$ cat src/rtl/serial_tx_fifo.sv
// -----------------------------------------------------------------------------
// serial_tx_fifo
//
// Buffered 8N1 UART transmitter. The host pushes bytes into a small FIFO; a
// framing FSM drains it onto the tx line, LSB first, one start bit, eight data
// bits and one stop bit, each exactly CLK_MUL clocks long. Queued bytes are
// sent back to back with no idle gap between frames.
//
// Ports
//   clk      in   1          single clock, all logic on posedge
//   rst      in   1          asynchronous, active-low reset (0 = reset)
//   dat_t    in   8          byte to send, sampled when txe=1
//   txe      in   1          write strobe; push occurs when txe=1 and full=0
//   full     out  1          FIFO holds 2**FIFO_AW bytes
//   level    out  FIFO_AW+1  bytes queued, excluding the byte being shifted
//   busy     out  1          frame in progress or level != 0 (registered)
//   ovf      out  1          sticky: a txe arrived while full=1
//   ovf_rst  in   1          synchronous clear of ovf (a new overflow wins)
//   tx       out  1          serial line, registered, idles high
// -----------------------------------------------------------------------------
module serial_tx_fifo #(
  parameter int CLK_FREQ      = 50_000_000,
  parameter int BAUD          = 9600,
  parameter int CLK_MUL       = CLK_FREQ / BAUD,
  parameter int CLK_MUL_WIDTH = 15,
  parameter int FIFO_AW       = 4
) (
  input  logic               clk,
  input  logic               rst,
  input  logic [7:0]         dat_t,
  input  logic               txe,
  output logic               full,
  output logic [FIFO_AW:0]   level,
  output logic               busy,
  output logic               ovf,
  input  logic               ovf_rst,
  output logic               tx
);

  localparam int DEPTH = 1 << FIFO_AW;
  localparam int LW    = FIFO_AW + 1;

  localparam logic [LW-1:0]            LVL_FULL = LW'(DEPTH);
  localparam logic [CLK_MUL_WIDTH-1:0] BIT_LAST = CLK_MUL_WIDTH'(CLK_MUL - 1);

  typedef enum logic [1:0] {
    IDLE  = 2'd0,
    START = 2'd1,
    DATA  = 2'd2,
    STOP  = 2'd3
  } state_t;

  // ---------------------------------------------------------------------------
  // FIFO
  // ---------------------------------------------------------------------------
  logic [7:0]         mem [DEPTH];
  logic [FIFO_AW-1:0] wr_ptr;
  logic [FIFO_AW-1:0] rd_ptr;
  logic [LW-1:0]      level_q;
  logic               push;
  logic               pop;
  logic               fifo_nempty;
  logic [7:0]         head;

  // full comes straight from the registered level, so a push on the same edge
  // as a pop out of a full FIFO is still dropped.
  assign full        = (level_q == LVL_FULL);
  assign fifo_nempty = (level_q != '0);
  assign push        = txe && !full;
  assign head        = mem[rd_ptr];
  assign level       = level_q;

  // NOTE: the storage array has no reset; a flush only needs the pointers and
  // level cleared, and leaving the RAM unreset lets it map onto memory cells.
  always_ff @(posedge clk) begin
    if (push) begin
      mem[wr_ptr] <= dat_t;
    end
  end

  // NOTE: all sequential state is updated with non-blocking assignments so
  // every register samples the pre-edge value of every other register.
  always_ff @(posedge clk or negedge rst) begin
    if (!rst) begin
      wr_ptr  <= '0;
      rd_ptr  <= '0;
      level_q <= '0;
    end else begin
      if (push) begin
        wr_ptr <= wr_ptr + FIFO_AW'(1);
      end
      if (pop) begin
        rd_ptr <= rd_ptr + FIFO_AW'(1);
      end
      // Simultaneous push and pop leaves the level unchanged.
      unique case ({push, pop})
        2'b10:   level_q <= level_q + LW'(1);
        2'b01:   level_q <= level_q - LW'(1);
        default: level_q <= level_q;
      endcase
    end
  end

  // Sticky overflow: a new overflow takes priority over the clear request.
  always_ff @(posedge clk or negedge rst) begin
    if (!rst) begin
      ovf <= 1'b0;
    end else if (txe && full) begin
      ovf <= 1'b1;
    end else if (ovf_rst) begin
      ovf <= 1'b0;
    end
  end

  // ---------------------------------------------------------------------------
  // Framing FSM
  // ---------------------------------------------------------------------------
  state_t                   state_q, state_d;
  logic [CLK_MUL_WIDTH-1:0] bitcnt_q, bitcnt_d;
  logic [2:0]               idx_q, idx_d;
  logic [7:0]               shift_q, shift_d;
  logic                     tx_q, tx_d;
  logic                     busy_q, busy_d;
  logic                     bit_end;

  // Last clock of the current bit period.
  assign bit_end = (bitcnt_q == BIT_LAST);

  always_ff @(posedge clk or negedge rst) begin
    if (!rst) begin
      state_q  <= IDLE;
      bitcnt_q <= '0;
      idx_q    <= '0;
      shift_q  <= '0;
      tx_q     <= 1'b1;
      busy_q   <= 1'b0;
    end else begin
      state_q  <= state_d;
      bitcnt_q <= bitcnt_d;
      idx_q    <= idx_d;
      shift_q  <= shift_d;
      tx_q     <= tx_d;
      busy_q   <= busy_d;
    end
  end

  always_comb begin
    // NOTE: every signal driven here gets a default first, so no path through
    // the case statement can leave one unassigned and infer a latch.
    state_d  = state_q;
    bitcnt_d = bitcnt_q;
    idx_d    = idx_q;
    shift_d  = shift_q;
    tx_d     = tx_q;
    pop      = 1'b0;

    // The bit-period counter free-runs outside IDLE and restarts at every bit
    // boundary, so each state only has to look at bit_end.
    if (state_q != IDLE) begin
      bitcnt_d = bit_end ? '0 : bitcnt_q + CLK_MUL_WIDTH'(1);
    end

    unique case (state_q)
      IDLE: begin
        tx_d     = 1'b1;
        bitcnt_d = '0;
        if (fifo_nempty) begin
          pop     = 1'b1;
          shift_d = head;
          tx_d    = 1'b0;
          state_d = START;
        end
      end

      START: begin
        if (bit_end) begin
          tx_d    = shift_q[0];
          idx_d   = '0;
          state_d = DATA;
        end
      end

      DATA: begin
        if (bit_end) begin
          if (idx_q == 3'd7) begin
            tx_d    = 1'b1;
            state_d = STOP;
          end else begin
            // shift_q[1] is the bit that lands in position 0 after the shift.
            shift_d = shift_q >> 1;
            tx_d    = shift_q[1];
            idx_d   = idx_q + 3'd1;
          end
        end
      end

      STOP: begin
        if (bit_end) begin
          if (fifo_nempty) begin
            // Chain straight into the next start bit: no idle gap.
            pop     = 1'b1;
            shift_d = head;
            tx_d    = 1'b0;
            state_d = START;
          end else begin
            state_d = IDLE;
          end
        end
      end

      default: begin
        tx_d    = 1'b1;
        state_d = IDLE;
      end
    endcase

    // The pre-edge level makes busy rise one edge after a push into an idle
    // block, and fall on the very edge the FSM drops back to IDLE empty.
    busy_d = (state_d != IDLE) || fifo_nempty;
  end

  assign tx   = tx_q;
  assign busy = busy_q;

endmodule
$ cat config.mk
export PLATFORM = sky130hd
export DESIGN_NAME = serial_tx_fifo
export DESIGN_NICKNAME = d
export VERILOG_FILES = /design/src/rtl/serial_tx_fifo.sv
export SDC_FILE = /design/constraint.sdc
export NUM_CORES = 1
export LEC_CHECK = 0
export CAP_MARGIN = 20
export CORE_UTILIZATION = 55
export CTS_CLUSTER_DIAMETER = 50
export DETAILED_ROUTE_END_ITERATION = 8
export PLACE_DENSITY = 0.75
export SYNTH_ARGS = -nofsm -noshare
export SYNTH_HDL_FRONTEND = slang
export SYNTH_SLANG_ARGS = --single-unit
$ cat constraint.sdc
create_clock -name clk -period 3 [get_ports clk]
set_input_delay 0.75 -clock clk [delete_from_list [all_inputs] [get_ports clk]]
set_output_delay 0.75 -clock clk [all_outputs]
set_load 0.05 [all_outputs]
Word-level counts from Yosys, hierarchy flattened --
Memory sizes are Yosys's and may differ from the RTL's. Index checks and enable logic that the tools add are counted. Widths: inputs -> output; s select.
Storage, ports and cells: bits in latches 0, memory bits (read-only) 0, output and inout bits 9, memory bits (writable) 128, word-level logic and storage cells 80, memories kept 1, flip-flop bits (word level) 44
Cells by class: equality and inequality tests 13, reduce and logical (&&, ||, !) cells 16, divide/modulo/power cells 0, shift-type cells 0, magnitude comparators 0, add/subtract/negate cells 6, muxes and demuxes 34, multiply operators 0, bitwise operators 0
Memory list:
- mem | words 16, width 8, rd ports 1, clocked after memory_dff 0, write ports 1, line 56 | logic [7:0] mem [DEPTH];
Operators with widths (number):
- $mux 15 | 3
- $mux 8 | 4
- $pmux 8 s3 | 1
- $add 15x1->15 const B | 1
- $eq 15x13->1 const B | 1
- $mux 1 | 13
- $reduce_and 4->1 | 3
- $reduce_bool 2->1 | 6
- $mux 2 | 5
- $ne 2x2->1 const B | 5
- $pmux 5 s2 | 1
- $mux 3 | 3
- $add 4x1->4 const B | 2
- $pmux 2 s4 | 1
- $eq 2x2->1 const B | 3
- $pmux 3 s2 | 1
- $add 5x1->5 const B | 1
- $eq 5x5->1 const B | 1
- $reduce_bool 5->1 | 1
- $sub 5x1->5 const B | 1
- $eq 2x1->1 const B | 2
- $pmux 1 s4 | 1
- $add 3x1->3 const B | 1
- $eq 3x3->1 const B | 1
- 6 further kinds | 7

Longest topological paths before layout --
Gate-level depths: netlist of the first run.
word-level depth 6, mapped depth 15

Worst setup path after synthesis of the first run --
Ideal clock, no wire load.
path type reg-to-reg, start point register level_q[1] (netlist: level[1]), end point register level_q[4] (netlist: level[4]), clock period less this slack 3208 ps, required time 2854 ps, arrival 3062 ps, path slack -208 ps, cell stages (with the launch flop) 14, path through dfrtp_1 > clkbuf_1 > nor4_1 > nor2b_1 > nor3_2 > ha_1 > clkbuf_1 > xor2_1 > ha_1 > o211ai_1 > a21oi_1 > a31oi_1 > nor2_1 > xor2_1
Between the ends: longest elaborated chain between the ends 6, elaborated cells on any way between the ends 13, classes of those cells 2 x add/sub; 3 x eq/ne; 4 x mux; 4 x reduce/logical
RTL lines:
- start: declaration | line 59 | logic [LW-1:0] level_q;
- start signal: assignment | line 97 | 2'b10: level_q <= level_q + LW'(1);
- start signal: assignment | line 98 | 2'b01: level_q <= level_q - LW'(1);
- start signal: assignment | line 99 | default: level_q <= level_q;
- $reduce_bool 5->1 (*) | line 68 | assign fifo_nempty = (level_q != '0);
- $mux 1 (*) | line 167, 199
- $mux 1 | line 198 | if (bit_end) begin
- $pmux 1 s2 (*) | line 163 | unique case (state_q)
- via pop | line 61 | logic pop;
- $eq 2x1->1 or $eq 2x2->1 (tied branches) | line 96 | unique case ({push, pop})
- $pmux 5 s2 or $reduce_bool 2->1 (tied branches)
Mark *: on every way through the listed nets, which the timed path passes. The rest lies on a longest branch. A chain may end at the register's enable or synchronous reset.

Worst setup path in the final report of the first run --
start point register bitcnt_q[5], end point register level_q[4] (netlist: level[4])
Between the ends: longest elaborated chain between the ends 5, elaborated cells on any way between the ends 7, classes of those cells 3 x eq/ne; 3 x mux; 1 x reduce/logical
RTL lines:
- start: declaration | line 119 | logic [CLK_MUL_WIDTH-1:0] bitcnt_q, bitcnt_d;
- start signal: assignment | line 139 | bitcnt_q <= bitcnt_d;
- $eq 15x13->1 (*) | line 127 | assign bit_end = (bitcnt_q == BIT_LAST);
- $mux 1 (*) | line 198
- $pmux 1 s2 (*) | line 163
- via pop | line 61
- $eq 2x1->1 or $eq 2x2->1 (tied branches) | line 96
- $pmux 5 s2 or $reduce_bool 2->1 (tied branches)
Marks and branches as above.

==> impl_metrics.toml, run 1 <==
[floorplan]
initial_core_util = 0.565
die_h_um = 119
die_width_um = 119
pin_count = 21
core-area_mm2 = 0.0133
num_rows = 42
fp.dieArea_mm2 = 0.0141

[setup_path]
worstPathArrival_ns = 3.08
reg2reg_from = "bitcnt_q[5]"
critPathKind = "flop to flop"
rrSetupSlack_ns = 0.26
critPathMaxFanout = 5
cp.required_ns = 3.35
ff2ff_path_depth = 12
start_kind = "flop"
crit_path_end_kind = "flop"
timing.rr.end = "level[4]"

[layout]
multiInputGateArea_mm2 = 0.00244
seq_area_mm2 = 0.00495
stdcell_area_mm2 = 0.00864
num_antenna_cells = 0
fin_util = 0.650
instances_no_fill = 745
final_cell_mix = "128 x edfxtp_1, 40 x mux2i_1, 40 x dfrtp_1, 39 x nor2_1, 37 x nand2_1"
final_common_cell = "edfxtp_1"
fill_cells = 920
nets = 585
drive_above_1_share = 0.197
synthToLayoutAreaGrowth_pct = 15.0

[cts]
tritoncts = "yes"
clk_path_buf_depth = 2
h-tree-depth = 4
clkSlewWorstSetupHoldPaths_ns = 0.06
clock-sinks = 172
holdBufCountCts = 0
numCtsBuffers = 17
clkLatencyLatePin_ns = 0.42
post_cts_buffers = 0
cts_root_buf = "clkbuf_16"

[power_and_ir_drop]
p_clk_frac = 0.267
power_density_mw_per_mm2 = 922
pwr-share-comb = 0.316
p_sw_frac = 0.334
p_switching_mw = 2.66
seqPwrFrac = 0.417
p_int_mw = 5.31
p_leak_nw = 3.16
vdd_ir_drop_max_mv = 0.540

[sta]
clock_skew_ns = 0.00599
relSlewSlack = 0.459
worst_slack_ns = 0.264
fin_tns_setup_ns = 0
worstMarginPinSlew_ns = 0.812
max_freq_mhz = 366
rsz0062_at_grt = "false"
layout_min_cycle_time_ns = 2.74
slew_violations = 0
finalHoldViolCount = 0
period_share = 0.912
setup-violations-final = 0

[logic_synthesis]
synth-warning-count = 0
ys_seq_area_frac = 0.658
synthAdderAreaFrac = 0.0283
synth-seq-cells = 172
synth_top_family_by_area = "multiplexers"
synthXorXnorAreaFrac = 0.0280
syn_avg_cell_area_um2 = 14.6
synth_edf_count = 128
syn-cell-area_mm2 = 0.00751
syn-instance-count = 513
synthArstFlopShare = 0.256
synthDistinctLibCells = 53
synth_compound_area_frac = 0.0624
synthFlopType = "edfxtp_1"
synthMuxAreaShare = 0.113
synth_fp_nets = 542
synthSimpleGateAreaFrac = 0.0901

[placement]
dp_hpwl_mm = 9.44
dpl_worst_slack_ns = 0.161
gp_congestion = 0.796
io_buffers = 20
place_area_mm2 = 0.00804
dpl.cell_count = 713

[hold_path]
holdCritPathClass = "input pin to async pin"

[detailed_routing]
num_vias = 4298
drt_iter0_drc = 272
ant_nets = 0
drtPass1Iterations = 5
drt-total-wl_mm = 14.3
via_per_inst = 5.77
drc = 0
wl_per_cell_um = 19.2

[status]
status = "complete, no violations"

[grt]
grt_overflow_total = 0
grt_pass1_vias = 4565
grt_max_degree = 31
grt_pass1_wl_mm = 23.1
grt_usage = 0.222
antenna_found_initial = 0

[run]
cap_viol_max_count = 0
## routing by layer
layer  global-route usage  vias up  part of all wire
li1                     -     2016                 -
met1                0.267     2142              0.41
met2                0.385      118              0.52
met3               0.0517       22             0.049
met4               0.0910        0             0.021
met5                    0        -                 0
## state kept, by name, summed over array words and instances (netlist names)
register,count
level,5
rd_ptr,4
tx,1
state_q,2
wr_ptr,4
bitcnt_q,15
mem,128
shift_q,8
idx_q,3
busy,1
ovf,1
## critical path: stages, from the launching register on
cell and delay [ns]:
dfrtp_1 0.42, or4b_4 0.55, nor4_4 0.19, a21oi_2 0.12, nor3_2 0.17, ha_2 0.24, xor2_1 0.17, ha_2 0.22
o211ai_1 0.09, a21oi_1 0.15, a31oi_1 0.05, nor2_1 0.13, xor2_1 0.16
## worst max path at each step
stage                startpoint        to  cells past startpoint
CTS                 bitcnt_q[0]  level[4]                     12
floorplan           bitcnt_q[5]  level[4]                     13
global route        bitcnt_q[5]  level[4]                     12
finish              bitcnt_q[5]  level[4]                     12
global placement    bitcnt_q[0]  level[4]                     13
detailed placement  bitcnt_q[0]  level[4]                     12
## cells by family after synthesis
family,Yosys count
flops,172
simple gates,132
mux,72
compound gates,60
buf+inv,36
xor+xnor,24
fa+ha+maj,17
## stage by stage
step,total power [mW],hold slack (ns)
after floorplan,5.10,0.454
after global placement,5.76,0.492
after detailed placement,5.85,0.506
after CTS,7.97,0.326
after global routing,8.34,0.364
final,7.97,0.320
## cell type report
| class | instances | area share |
|---|---|---|
| flip-flops and latches | 172 | 0.573 |
| clock inverters | 13 | 0.0165 |
| inverters | 11 | 0.00478 |
| clock buffers | 19 | 0.0501 |
| well taps | 176 | 0.0255 |
| repair buffers | 49 | 0.0475 |
| multi-input cells | 305 | 0.283 |
## repair_timing
action                                 in CTS  in global routing
endpoints found under the hold margin       0                  0
gates resized for setup                     0                  5
setup endpoints to repair                   0                  1
## power groups by stage
stage / logic (mW) / registers, mW / clock network, mW
after global placement: 2.43 / 3.33 / 0
after floorplan: 1.82 / 3.28 / 0
after detailed placement: 2.50 / 3.35 / 0
after global routing: 2.74 / 3.37 / 2.23
after CTS: 2.52 / 3.31 / 2.15
final: 2.52 / 3.32 / 2.13
## Yosys cell counts, drive strengths merged (7+ instances only)
master,instances,share of area
edfxtp,128,0.51
dfrtp,43,0.14
mux2i,40,0.053
nor2,39,0.019
nand2,37,0.018
mux2,24,0.036
clkbuf,17,0.0085
ha,17,0.028
nand3,16,0.011
a22oi,13,0.013
o2111ai,12,0.014
xnor2,12,0.014
xor2,12,0.014
inv,11,0.0055
a21oi,10,0.0082
nor3,10,0.0073
buf,8,0.0057
mux4,8,0.024
o21ai,7,0.0052
Power figures use the tool's default switching activity.
==> inputs of run 2 (changes only) <==
--- a/config.mk
+++ b/config.mk
@@ -9,6 +9,7 @@
 export CORE_UTILIZATION = 55
 export CTS_CLUSTER_DIAMETER = 50
 export DETAILED_ROUTE_END_ITERATION = 8
+export MAX_ROUTING_LAYER = met4
 export PLACE_DENSITY = 0.75
 export SYNTH_ARGS = -nofsm -noshare
 export SYNTH_HDL_FRONTEND = slang
==> run 2 against run 1 <==
- clock skew increased by 0.0051 ns
- non-clock buffer count unchanged
- sequential power about the same
- cell area unchanged
- fmax decreased by 0.20%
- first-iteration DRC count decreased by 3.3%
- count of clock-buffer cells in the layout unchanged
- die area unchanged
- global-route usage increased by 0.65 points
- critical path type unchanged
==> impl_metrics.toml, run 2 (synthesis gave the netlist of run 1 again) <==
[sta]
period_share = 0.914
worstMarginPinSlew_ns = 0.824
finalHoldViolCount = 0
setup-violations-final = 0
relSlewSlack = 0.450
max_freq_mhz = 365
rsz0062_at_grt = "false"
slew_violations = 0
clock_skew_ns = 0.0111
fin_tns_setup_ns = 0
layout_min_cycle_time_ns = 2.74

[placement]
dp_hpwl_mm = 9.44
dpl.cell_count = 713
place_area_mm2 = 0.00804
io_buffers = 20
gp_congestion = 0.807

[cts]
clock-sinks = 172
h-tree-depth = 4
clkSlewWorstSetupHoldPaths_ns = 0.06
numCtsBuffers = 17
clkLatencyLatePin_ns = 0.42
cts_root_buf = "clkbuf_16"
tritoncts = "yes"
clk_path_buf_depth = 2
holdBufCountCts = 0

[detailed_routing]
wl_per_cell_um = 19.3
drt-total-wl_mm = 14.3
ant_nets = 0
drtPass1Iterations = 5
num_vias = 4326
wl_met1_mm = 5.91
via_per_inst = 5.81
dr_wl_met2_mm = 7.49
wl_met3_um = 688
drc = 0
top_layer = "met4"
drt_iter0_drc = 263

[floorplan]
initial_core_util = 0.565
fp.dieArea_mm2 = 0.0141
core-area_mm2 = 0.0133
pin_count = 21
num_rows = 42
die_width_um = 119
die_h_um = 119

[power_and_ir_drop]
pwr-share-comb = 0.316
p_clk_frac = 0.267
seqPwrFrac = 0.417
power_density_mw_per_mm2 = 922
p_sw_frac = 0.334
p_leak_nw = 3.16
p_int_mw = 5.31
vdd_ir_drop_max_mv = 0.542
p_switching_mw = 2.66

[setup_path]
critPathMaxFanout = 5
reg2reg_from = "bitcnt_q[5]"
worstPathArrival_ns = 3.08
cp.required_ns = 3.34
critPathKind = "flop to flop"
rrSetupSlack_ns = 0.26
start_kind = "flop"
crit_path_end_kind = "flop"
timing.rr.end = "level[4]"
ff2ff_path_depth = 12

[layout]
instances_no_fill = 745
top_regs = "mem (128), bitcnt_q (15), shift_q (8)"
num_antenna_cells = 0
synthToLayoutAreaGrowth_pct = 15.0
final_common_cell = "edfxtp_1"
regMostFlops = "mem"
stdcell_area_mm2 = 0.00864
largest_reg_flops = 128
drive_above_1_share = 0.197
final_cell_mix = "128 x edfxtp_1, 40 x mux2i_1, 40 x dfrtp_1, 39 x nor2_1, 37 x nand2_1"
nets = 585

[grt]
grt_max_degree = 31
grt_pass1_vias = 4559
grt_overflow_total = 0
grt_usage = 0.228
antenna_found_initial = 0
grt_pass1_wl_mm = 23.2

[status]
status = "complete, no violations"

[hold_path]
holdCritPathClass = "input pin to async pin"

[run]
cap_viol_max_count = 0
==> run 2: worst max path at each step <==
| stage | from | to | slack (ns) | cells after the start |
|---|---|---|---|---|
| 2_1_floorplan | bitcnt_q[5] | level[4] | 0.04 | 13 |
| 3_3_place_gp | bitcnt_q[0] | level[4] | 0.27 | 13 |
| 3_5_place_dp | bitcnt_q[0] | level[4] | 0.16 | 12 |
| 4_1_cts | bitcnt_q[0] | level[4] | 0.13 | 12 |
| 5_1_grt | bitcnt_q[5] | level[4] | 0.008 | 12 |
| 6_report | bitcnt_q[5] | level[4] | 0.26 | 12 |
==> run 2: per-stage QoR <==
stage                      util  setup slack, ns  total power [mW]  hold WS (ns)
after floorplan               -           0.0367              5.10         0.454
after global placement    0.605            0.266              5.76         0.492
after detailed placement  0.605            0.161              5.85         0.506
after CTS                 0.648            0.126              7.97         0.326
after global routing      0.650          0.00839              8.34         0.367
final                     0.650            0.259              7.97         0.320
==> run 2: cell type report <==
class,count,area (um2)
fill,920,4650
sequential,172,4950
inverter,11,41.3
clock buffer,19,433
timing repair buffer,49,410
tap,176,220
clock inverter,13,143
multi-input combinational,305,2440
==> run 2: routing by layer <==
metal / vias to the layer above / global-route usage
met2: 138 / 0.384
li1: 2017 / -
met3: 20 / 0.0489
met5: - / -
met4: 0 / 0.0934
met1: 2151 / 0.268
==> run 2: critical path: stages (launching register included) <==
cell      delay, ns
dfrtp_1        0.42
or4b_4         0.55
nor4_4         0.19
a21oi_2        0.12
nor3_2         0.17
ha_2           0.24
xor2_1         0.17
ha_2           0.22
o211ai_1       0.09
a21oi_1        0.15
a31oi_1        0.05
nor2_1         0.13
xor2_1         0.16
==> run 2: what timing repair did <==
item                                    4_1_cts  5_1_grt
resized for setup                             0        5
setup buffers                                 0        0
endpoints found under the setup margin        0        1
==> run 2: power groups by stage <==
stage	registers (mW)	logic, mW	clock network, mW
final	3.32	2.52	2.13
after global routing	3.37	2.74	2.24
after CTS	3.31	2.52	2.15
after detailed placement	3.35	2.50	0
after global placement	3.33	2.43	0
after floorplan	3.28	1.82	0
==> inputs of run 3 (changes only) <==
--- a/config.mk
+++ b/config.mk
@@ -10,7 +10,7 @@
 export CTS_CLUSTER_DIAMETER = 50
 export DETAILED_ROUTE_END_ITERATION = 8
 export MAX_ROUTING_LAYER = met4
-export PLACE_DENSITY = 0.75
+export PLACE_DENSITY = 0.72
 export SYNTH_ARGS = -nofsm -noshare
 export SYNTH_HDL_FRONTEND = slang
 export SYNTH_SLANG_ARGS = --single-unit
==> constraint.sdc (replaced) <==
create_clock -name clk -period 2.54 [get_ports clk]
set_input_delay 0.635 -clock clk [delete_from_list [all_inputs] [get_ports clk]]
set_output_delay 0.635 -clock clk [all_outputs]
set_load 0.05 [all_outputs]
==> run 3 against run 2 <==
- the run now ends with negative setup slack left
- first-iteration DRC count increased by 59%
- global-route usage increased by 1.9 points
- fmax increased by 2.6%
- sequential share of layout area decreased by 2.1 points
- sequential power increased by 14%
- utilization increased by 2.5 points
- die area unchanged
- hold slack got worse by 0.14 ns
==> impl_metrics.toml, run 3 (synthesis gave the netlist of run 1 again) <==
[status]
status = "finished with violations"
failed_checks = "negative setup slack"

[floorplan]
initial_core_util = 0.565
core-area_mm2 = 0.0133
pin_count = 21
die_h_um = 119
fp.dieArea_mm2 = 0.0141
die_width_um = 119
num_rows = 42

[grt]
grt_max_degree = 33
grt_overflow_total = 0
grt_usage = 0.247
antenna_found_initial = 0
grt_pass1_wl_mm = 25.0
grt_pass1_vias = 4646

[setup_path]
ff2ff_path_depth = 11
critPathMaxFanout = 3
timing.rr.end = "level[4]"
cpMaxStageDelayCell = "or4b_4"
worstPathArrival_ns = 2.98
rrSetupSlack_ns = -0.13
critPathKind = "flop to flop"
cp.required_ns = 2.84
crit_path_end_kind = "flop"
cp_cell_sequence = "or4b_4 -> nor4_4 -> a21oi_2 -> nor3_2 -> ha_2 -> xor2_1 -> ha_2 -> o221ai_1 -> a31oi_1 -> nor2_1 -> xor2_1"
slowest_delay_ns = 0.56
reg2reg_from = "bitcnt_q[14]"
start_kind = "flop"

[sta]
setup-violations-final = 3
period_share = 1.05
max_freq_mhz = 374
clock_skew_ns = 0.00738
worst_slack_ns = -0.132
rsz0062_at_grt = "true"
layout_min_cycle_time_ns = 2.67
worstMarginPinSlew_ns = 0.714
finalHoldViolCount = 0
slew_violations = 0
relSlewSlack = 0.523

[layout]
stdcell_area_mm2 = 0.00897
nets = 619
synthToLayoutAreaGrowth_pct = 19.5
regMostFlops = "mem"
instances_no_fill = 779
final_common_cell = "edfxtp_1"
top_regs = "mem (128), bitcnt_q (15), shift_q (8)"
num_antenna_cells = 0
largest_reg_flops = 128
final_cell_mix = "128 x edfxtp_1, 61 x buf_4, 40 x mux2i_1, 40 x dfrtp_1, 39 x nor2_1"
drive_above_1_share = 0.249

[cts]
cts_root_buf = "clkbuf_16"
clkLatencyLatePin_ns = 0.42
cts_resized = 0
clock-sinks = 172
numCtsBuffers = 17
tritoncts = "yes"
h-tree-depth = 4
clkSlewWorstSetupHoldPaths_ns = 0.07
clk_path_buf_depth = 2
holdBufCountCts = 0

[hold_path]
holdCritPathClass = "input pin to async pin"

[detailed_routing]
ant_nets = 0
wl_per_cell_um = 19.7
via_per_inst = 5.77
drt-total-wl_mm = 15.3
num_vias = 4491
drtPass1Iterations = 5
drc = 0
drt_iter0_drc = 419

[placement]
io_buffers = 20
dp_hpwl_mm = 10.3
dpl.cell_count = 741
place_area_mm2 = 0.00832
gp_congestion = 0.853

[run]
cap_viol_max_count = 0

[power_and_ir_drop]
power_density_mw_per_mm2 = 1090
p_leak_nw = 3.39
vdd_ir_drop_max_mv = 0.749
finalPower_mw = 9.78
## run 3: changes by cell type in the layout (fill, tap and decap cells not counted), sizes merged
| cell | before | now |
|---|---|---|
| buf | 31 | 65 |
| clkinv | 1 | 5 |
| clkinvlp | 7 | 3 |
| clkbuf | 19 | 17 |
| inv | 14 | 16 |
## run 3: metal layers
metal  part of all wire  GRT usage  vias up
li1                   -          -     2084
met1               0.42      0.311     2243
met2               0.50      0.396      133
met3              0.053     0.0522       31
met4              0.025     0.0957        0
met5                  0          -        -
## run 3: cell type report
class / instances / area [um2]
inverter: 11 / 41.3
multi-input combinational: 305 / 2450
fill: 935 / 4320
tap: 176 / 220
clock buffer: 17 / 425
clock inverter: 15 / 184
sequential: 172 / 4950
timing repair buffer: 83 / 703
## run 3: power by group
part	internal (mW)	leakage (nW)	switching [mW]	total [mW]
sequential	3.47	1.71	0.312	3.78
clock	1.49	0.289	1.14	2.63
combinational	1.53	1.39	1.84	3.37
## run 3: how the worst max path moves through the flow
stage | start | endpoint | slack (ns) | cells after the start
final | bitcnt_q[14] | level[4] | -0.13 | 11
after global routing | bitcnt_q[14] | level[4] | -0.31 | 12
after CTS | bitcnt_q[14] | level[4] | -0.15 | 11
after detailed placement | bitcnt_q[14] | level[4] | -0.19 | 11
after global placement | bitcnt_q[14] | level[4] | -0.15 | 11
after floorplan | bitcnt_q[5] | level[4] | -0.40 | 12
## run 3: stage by stage
step | worst slack [ns] | util | hold slack [ns] | TNS (ns)
2_1_floorplan | -0.399 | - | 0.339 | -1.01
3_3_place_gp | -0.152 | 0.626 | 0.491 | -0.193
3_5_place_dp | -0.187 | 0.626 | 0.496 | -0.352
4_1_cts | -0.150 | 0.673 | 0.198 | -0.222
5_1_grt | -0.309 | 0.675 | 0.224 | -0.774
6_report | -0.132 | 0.675 | 0.185 | -0.240
## run 3: timing repair
action,4_1_cts,5_1_grt
pin swaps,5,4
buffers inserted,3,3
endpoints found under the setup margin,4,4
## run 3: worst max-delay path: cells and delay by family, from the launching register on
kind	cells	cell delay (ns)
AO/OA/AOI/OAI	3	0.41
XOR/XNOR	2	0.32
adder cells (fa/ha/maj)	2	0.47
flip-flops	1	0.38
AND/OR/NAND/NOR	4	0.97
